`config.mk`:
```
export PLATFORM = sky130hd
export DESIGN_NAME = control_sequencer
export DESIGN_NICKNAME = d
export VERILOG_FILES = /design/src/rtl/control_sequencer.sv
export SDC_FILE = /design/constraint.sdc
export NUM_CORES = 1
export LEC_CHECK = 0
export CAP_MARGIN = 5
export CORE_UTILIZATION = 40
export CTS_CLUSTER_SIZE = 8
export DETAILED_ROUTE_END_ITERATION = 16
export GPL_TIMING_DRIVEN = 0
export PLACE_DENSITY = 0.68
export SYNTH_ARGS = -nofsm -noshare
export SYNTH_HDL_FRONTEND = slang
export SYNTH_SLANG_ARGS = --single-unit
```
`constraint.sdc`:
```
create_clock -name clk -period 4.4 [get_ports clk]
set_clock_uncertainty 0.2 [all_clocks]
set_input_delay 1.32 -clock clk [delete_from_list [all_inputs] [get_ports clk]]
set_output_delay 1.32 -clock clk [all_outputs]
set_load 0.005 [all_outputs]
```
`src/rtl/control_sequencer.sv`:
```
// Microprogram next-state sequencer: picks the next 7-bit microstate from ns_sel/cr_addr each clock.
// Latency one cycle, all outputs registered; wait-MOC holds the state until moc or a TIMEOUT abort.
module control_sequencer #(
  parameter logic [6:0] RESET_ADDR = 7'd0,
  parameter logic [6:0] FETCH_ADDR = 7'd1,
  parameter logic [6:0] UNDEF_ADDR = 7'd4,
  parameter logic [6:0] ABORT_ADDR = 7'd2,
  parameter int         TIMEOUT    = 15
) (
  input  logic       clk,
  input  logic       reset,
  input  logic [6:0] enc_state,
  input  logic       cond,
  input  logic       moc,
  input  logic [2:0] ns_sel,
  input  logic [6:0] cr_addr,
  output logic [6:0] state,
  output logic       abort,
  output logic [7:0] wait_cnt
);

  typedef enum logic [2:0] {
    NS_DECODE = 3'd0,
    NS_INC    = 3'd1,
    NS_JUMP   = 3'd2,
    NS_CJUMP  = 3'd3,
    NS_WAIT   = 3'd4,
    NS_CALL   = 3'd5,
    NS_RET    = 3'd6,
    NS_RSVD   = 3'd7
  } ns_sel_t;

  localparam logic [7:0] WAIT_LAST = 8'(TIMEOUT - 1);

  ns_sel_t    sel;
  logic [6:0] state_inc;
  logic [6:0] ret_addr;
  logic [6:0] state_nxt;
  logic [6:0] ret_nxt;
  logic [7:0] wait_nxt;
  logic       abort_nxt;

  assign sel       = ns_sel_t'(ns_sel);
  assign state_inc = state + 7'd1;

  always_ff @(posedge clk or posedge reset) begin
    if (reset) begin
      state    <= RESET_ADDR;
      wait_cnt <= 8'd0;
      abort    <= 1'b0;
      ret_addr <= FETCH_ADDR;
    end else begin
      state    <= state_nxt;
      wait_cnt <= wait_nxt;
      abort    <= abort_nxt;
      ret_addr <= ret_nxt;
    end
  end

  // wait_cnt only survives a cycle that stays in wait-MOC; every other path clears it.
  always_comb begin
    state_nxt = FETCH_ADDR;
    wait_nxt  = 8'd0;
    abort_nxt = 1'b0;
    ret_nxt   = ret_addr;
    case (sel)
      NS_DECODE: begin
        if (!cond)                 state_nxt = FETCH_ADDR;
        else if (enc_state == 7'd0) state_nxt = UNDEF_ADDR;
        else                       state_nxt = enc_state;
      end
      NS_INC:   state_nxt = state_inc;
      NS_JUMP:  state_nxt = cr_addr;
      NS_CJUMP: state_nxt = cond ? cr_addr : state_inc;
      NS_WAIT: begin
        if (moc) begin
          state_nxt = state_inc;
        end else if (wait_cnt == WAIT_LAST) begin
          state_nxt = ABORT_ADDR;
          abort_nxt = 1'b1;
        end else begin
          state_nxt = state;
          wait_nxt  = wait_cnt + 8'd1;
        end
      end
      NS_CALL: begin
        state_nxt = cr_addr;
        ret_nxt   = state_inc;
      end
      NS_RET:  state_nxt = ret_addr;
      NS_RSVD: state_nxt = FETCH_ADDR;
      default: state_nxt = FETCH_ADDR;
    endcase
  end

endmodule

```
==> qor.csv, run 1 <==
stage;metric;value;unit
synth;synth_ff_type;dfrtp_1;
clock_tree;cts-hold-fix-buffers;0;
sta;final-max-slew-violation-count;0;
power_and_ir_drop;power_density;271.8;mW/mm^2
sta;postLayoutSetupSlackWorst;1052;ps
synth;synth.ff_latch_count;23;
floorplan;coreArea;0.003153;mm^2
sta;hold_viol_final;0;
power_and_ir_drop;irDropWorstVdd;0.0001701;V
floorplan;die_w;60.74;um
clock_tree;cts_tree;yes;
global_route;grt_max_degree;24;
route;wire_per_inst;15.26;um
synth;syn_avg_cell_area;9.453;um^2
sta;fmax;0.2987;GHz
clock_tree;clock_path_buffers;2;
route;drt_first_iter_violations;69;
route;ant_nets;0;
place;dp_cells;226;
clock_tree;clock_latency;320;ps
global_route;antenna_found_initial;0;
floorplan;initial_core_util;43.77;%
place;place_ws;690.9;ps
synth;syn_inst;146;
clock_tree;post-cts-setup-buffer-count;0;
sta;rsz0062_at_grt;no;
synth;synth-async-reset-ratio;100.0;%
finish;fill_cells;311;
status;status;finished, final reports clean;
clock_tree;tritoncts_num_sinks;23;
finish;antenna_cells;0;
synth;synth_area;0.001380;mm^2
critical_path;worstPathArrival;3350;ps
sta;period_share;76.09;%
route;drtPass1Iterations;4;
clock_tree;clk_pin_slew;130;ps
floorplan;placementRows;20;
sta;finalCriticalPeriod;3348;ps
synth;synth_top_cells_by_area;dfrtp_1 40%, o21ai_0 4.4%, xnor2_1 3.8%;
power_and_ir_drop;total_power;495.5;uW
finish;layout-drive-gt1-share;5.376;%
synth;ys_seq_area_share;41.80;%
critical_path;worstSetupPathType;input port to flop;
clock_tree;htreeDepth;1;
sta;tightestPinTransition;827.5;ps
route;wl;3510;um
place;dpl_cell_area;0.001795;mm^2
synth;synth_top_cell_by_area;dfrtp_1;
finish;final_core_util;57.82;%
route;vias_per_cell;5.630;
clock_tree;cts_made_buffers;3;
sta;final.setup.tns;0;ps
finish;fin_area;0.001823;mm^2
floorplan;design.die.area;0.003689;mm^2
synth;postSynthNetCount;170;
clock_tree;clockRootBuffer;clkbuf_4;
worst_hold_path;hp-class;flop to flop;
finish;stdcell_count;230;
critical_path;crit_path_max_fanout;10;
critical_path;end_kind;flop;
sta;slew_headroom;44.77;%
finish;areaGrowthSynthToFinish;32.09;%
sta;setup-violations-final;0;
global_route;track_usage;19.95;%
global_route;grt_overflow;0;
route;drc;0;
place;hpwlAfterDp;2645;um
sta;holdWs;292.6;ps
critical_path;critPathRequiredTime;4400;ps
synth;synth-edff-count;0;
clock_tree;ctsResizeCount;0;
global_route;grt_pass1_vias;1258;
floorplan;ioPinCount;37;
floorplan;fp.dieH;60.74;um
run;cap_viol_max_count;0;
synth;synthDistinctLibCells;46;
critical_path;startpoint_type;input port;
synth;ys.warnings.count;0;
synth;netlist.area_leader.share;39.89;%
finish;nets;211;
place;place_congestion;0.8728;
power_and_ir_drop;p_leak;0.7458;nW
global_route;grt_pass1_wl;5430;um
route;vias;1295;
place;port_buffers;36;
## worst max-delay path, cell delays in order
cell and delay [ps]:
clkdlybuf4s50_1 490, clkbuf_1 270, nor4b_1 450, o21ai_1 320, buf_2 280, o22a_1 210
## final timing paths
kind | startpoint | endpoint | slack (ps) | cells after the start
max | ns_sel[0] | state[1] | 1050 | 6
max reg2reg | wait_cnt[0] | state[3] | 2280 | 6
min reg2reg | ret_addr[0] | ret_addr[0] | 290 | 2
min | ret_addr[0] | ret_addr[0] | 290 | 2
min in group asynchronous | reset | state[4] | 1250 | 2
max in group asynchronous | reset | abort | 2220 | 2
## metal layers
metal  wire length [um]  track usage, %
met1               1597           25.27
met2               1635           35.01
met5                  0               0
met3                235           3.412
met4                 42           5.844
## area by class of cell
class	instances	area, um^2	area share (%)
multi-input combinational	110	752.0	41.25
sequential	23	576.8	31.64
timing repair buffer	36	360.3	19.77
tap	44	55.05	3.020
inverter	7	26.28	1.441
buffer	6	25.02	1.373
clock buffer	3	22.52	1.235
clock inverter	1	5.005	0.2745
## cell usage in the layout (no fill, tap or decap), drive strengths merged, types with 2 or more instances in the layout
cell type      count
clkdlybuf4s50     36
nor2              11
or3                2
or4                2
o2bb2ai            2
nand3              3
o22ai              2
dfrtp             22
and3               4
xnor2              6
a311oi             2
o22a               3
a211o              3
o21ai             13
nor3b              6
a21oi              5
buf                3
clkbuf             6
nor2b              3
nand2              9
xor2               5
nand4              2
inv                7
a32oi              5
ha                 3
nand2b             2
## Yosys cell counts, drive strengths merged (3+ instances only)
master	n
dfrtp	22
o21ai	13
nor2	11
nand2	9
inv	7
nor3b	6
xnor2	6
a21oi	5
a32oi	5
xor2	5
and3	4
a211o	3
buf	3
clkbuf	3
ha	3
nand3	3
nor2b	3
o22a	3
## logic make-up after synthesis
kind of cell	synth area share (%)
AO/OA/AOI/OAI	22.21
XOR/XNOR	6.981
adder cells (fa/ha/maj)	2.720
buffers and inverters	3.717
flip-flops	41.80
multiplexers	0.8159
AND/OR/NAND/NOR	21.76
## registers in the layout, indices dropped and copies added, names as in the netlist
signal,count
wait_cnt,8
abort,1
state,7
ret_addr,7
## where the power goes
part | leakage [nW] | internal [mW] | switching, mW | total [mW]
clock | 0.0177 | 0.0340 | 0.0627 | 0.0967
combinational | 0.429 | 0.0753 | 0.0568 | 0.132
sequential | 0.299 | 0.240 | 0.0267 | 0.267
Note: power is estimated with default switching activity, not from simulation.
==> run 2, diff against run 1 <==
==> constraint.sdc (replaced) <==
create_clock -name clk -period 3.1 [get_ports clk]
set_clock_uncertainty 0.2 [all_clocks]
set_input_delay 0.93 -clock clk [delete_from_list [all_inputs] [get_ports clk]]
set_output_delay 0.93 -clock clk [all_outputs]
set_load 0.005 [all_outputs]
==> run 2 against run 1 <==
Critical path depth unchanged. Non-clock buffer count unchanged. Critical path type unchanged. Largest cell class unchanged. Die area is the same. Count of clock-buffer cells in the layout unchanged.
==> qor.csv, run 2 (synthesis results as in run 1) <==
stage;metric;value;unit
global_route;grt_max_degree;24;
power_and_ir_drop;clkPwrFrac;19.3;%
global_route;antenna_found_initial;0;
floorplan;coreArea;0.003153;mm^2
clock_tree;tritoncts_num_sinks;23;
global_route;track_usage;19.95;%
floorplan;initial_core_util;43.77;%
global_route;grt_overflow;0;
floorplan;design.die.area;0.003689;mm^2
critical_path;end_kind;flop;
power_and_ir_drop;p_int;496.0;uW
power_and_ir_drop;p_leak;0.7471;nW
sta;setup-violations-final;0;
route;wl;3510;um
route;vias_per_cell;5.583;
critical_path;worst_path_largest_cell_delay;670;ps
critical_path;reg2regPathDepth;6;
clock_tree;cts_tree;yes;
floorplan;ioPinCount;37;
sta;slew_headroom;44.62;%
place;place_ws;-219.1;ps
critical_path;worstSetupPathType;input port to flop;
sta;tightestPinTransition;829.8;ps
clock_tree;htreeDepth;1;
finish;areaGrowthSynthToFinish;32.55;%
finish;layout_common_cells;36 x clkdlybuf4s50_1, 22 x dfrtp_1, 12 x o21ai_0, 11 x nor2_1, 9 x nand2_1;
floorplan;fp.dieH;60.74;um
critical_path;cp_cell_sequence;clkdlybuf4s50_1, buf_2, nor3b_1, a311oi_2, o221ai_1, a221o_1;
clock_tree;clock_path_buffers;2;
route;drtPass1Iterations;4;
power_and_ir_drop;swShare;29.41;%
sta;period_share;94.63;%
finish;nets;211;
global_route;grt_pass1_vias;1258;
finish;layout-drive-gt1-share;5.914;%
run;cap_viol_max_count;0;
finish;regMostFlops;wait_cnt;
critical_path;worstPathArrival;2950;ps
clock_tree;clk_pin_slew;130;ps
global_route;grt_pass1_wl;5430;um
sta;rsz0062_at_grt;no;
sta;final-max-slew-violation-count;0;
worst_hold_path;hp-class;flop to flop;
power_and_ir_drop;pwr-share-comb;26.8;%
finish;fill_cells;310;
power_and_ir_drop;irDropWorstVdd;0.0002398;V
finish;final_core_util;58.02;%
sta;postLayoutSetupSlackWorst;166.5;ps
floorplan;placementRows;20;
status;status;finished, final reports clean;
critical_path;crit_path_max_fanout;10;
floorplan;die_w;60.74;um
route;vias;1284;
sta;finalCriticalPeriod;2934;ps
sta;hold_viol_final;0;
finish;largest_registers;wait_cnt: 8 flops, ret_addr: 7 flops, state: 7 flops;
clock_tree;cts_made_buffers;3;
route;drc;0;
sta;fmax;0.3409;GHz
power_and_ir_drop;p_switching;206.6;uW
route;ant_nets;0;
clock_tree;clockRootBuffer;clkbuf_4;
route;wire_per_inst;15.26;um
place;hpwlAfterDp;2645;um
finish;register_area;576.8;um^2
critical_path;slowest_stage;a311oi_2;
sta;final.setup.tns;0;ps
power_and_ir_drop;power_density;384.1;mW/mm^2
clock_tree;clock_latency;310;ps
finish;multi_input_area;758.2;um^2
route;drt_first_iter_violations;55;
critical_path;startpoint_type;input port;
power_and_ir_drop;seqPwrFrac;53.9;%
place;port_buffers;36;
finish;layout_commonest_cell;clkdlybuf4s50_1;
finish;antenna_cells;0;
finish;largest_reg_flops;8;
place;place_congestion;0.8728;
worst_hold_path;hold_depth;2;
critical_path;critPathRequiredTime;3110;ps
[run 2: layout make-up]
class / instances / area share, %
plain buffers: 6 / 1.368
clock buffers: 3 / 1.231
clock inverters: 1 / 0.2736
inverters: 7 / 1.436
multi-input cells: 110 / 41.45
flip-flops and latches: 23 / 31.53
well taps: 44 / 3.010
repair buffers: 36 / 19.70
[run 2: critical path: cells and delay by family]
kind / cells / cell delay (ps)
buffers and inverters: 2 / 750
AO/OA/AOI/OAI: 3 / 1180
AND/OR/NAND/NOR: 1 / 80
[run 2: repair_timing]
action	4_1_cts	5_1_grt
setup endpoints to repair	0	1
resized for setup	0	1
setup buffers	0	0
hold buffers	0	0
[run 2: final timing paths]
kind,startpoint,to,slack (ps)
max,ns_sel[2],state[2],170
min,ret_addr[0],ret_addr[0],290
max reg2reg,wait_cnt[0],state[3],980
min reg2reg,ret_addr[0],ret_addr[0],290
max in group asynchronous,reset,abort,1300
min in group asynchronous,reset,state[4],860
[run 2: routing by layer]
layer  wire (um)  vias to the layer above  track usage, %
met1        1606                      618           25.27
met2        1641                       40           35.01
met4          35                        0           5.844
met3         226                        6           3.412
li1            -                      620               -
met5           0                        -               0
[run 2: power by group through the flow]
stage,Clock [mW],Combinational (mW),Sequential [mW]
final,0.136,0.188,0.379
after global routing,0.155,0.205,0.385
after CTS,0.138,0.188,0.378
after detailed placement,0,0.186,0.385
after global placement,0,0.184,0.382
after floorplan,0,0.102,0.376
[run 2: through the flow]
| stage | std cells | hold slack [ps] | power, mW | area (um^2) |
|---|---|---|---|---|
| global placement | 226 | 270.0 | 0.5661 | 1795 |
| finish | 230 | 292.8 | 0.7026 | 1829 |
| detailed placement | 226 | 274.1 | 0.5712 | 1795 |
| floorplan | 146 | 249.7 | 0.4775 | 1380 |
| CTS | 230 | 293.0 | 0.7047 | 1823 |
| global route | 230 | 308.1 | 0.7453 | 1829 |
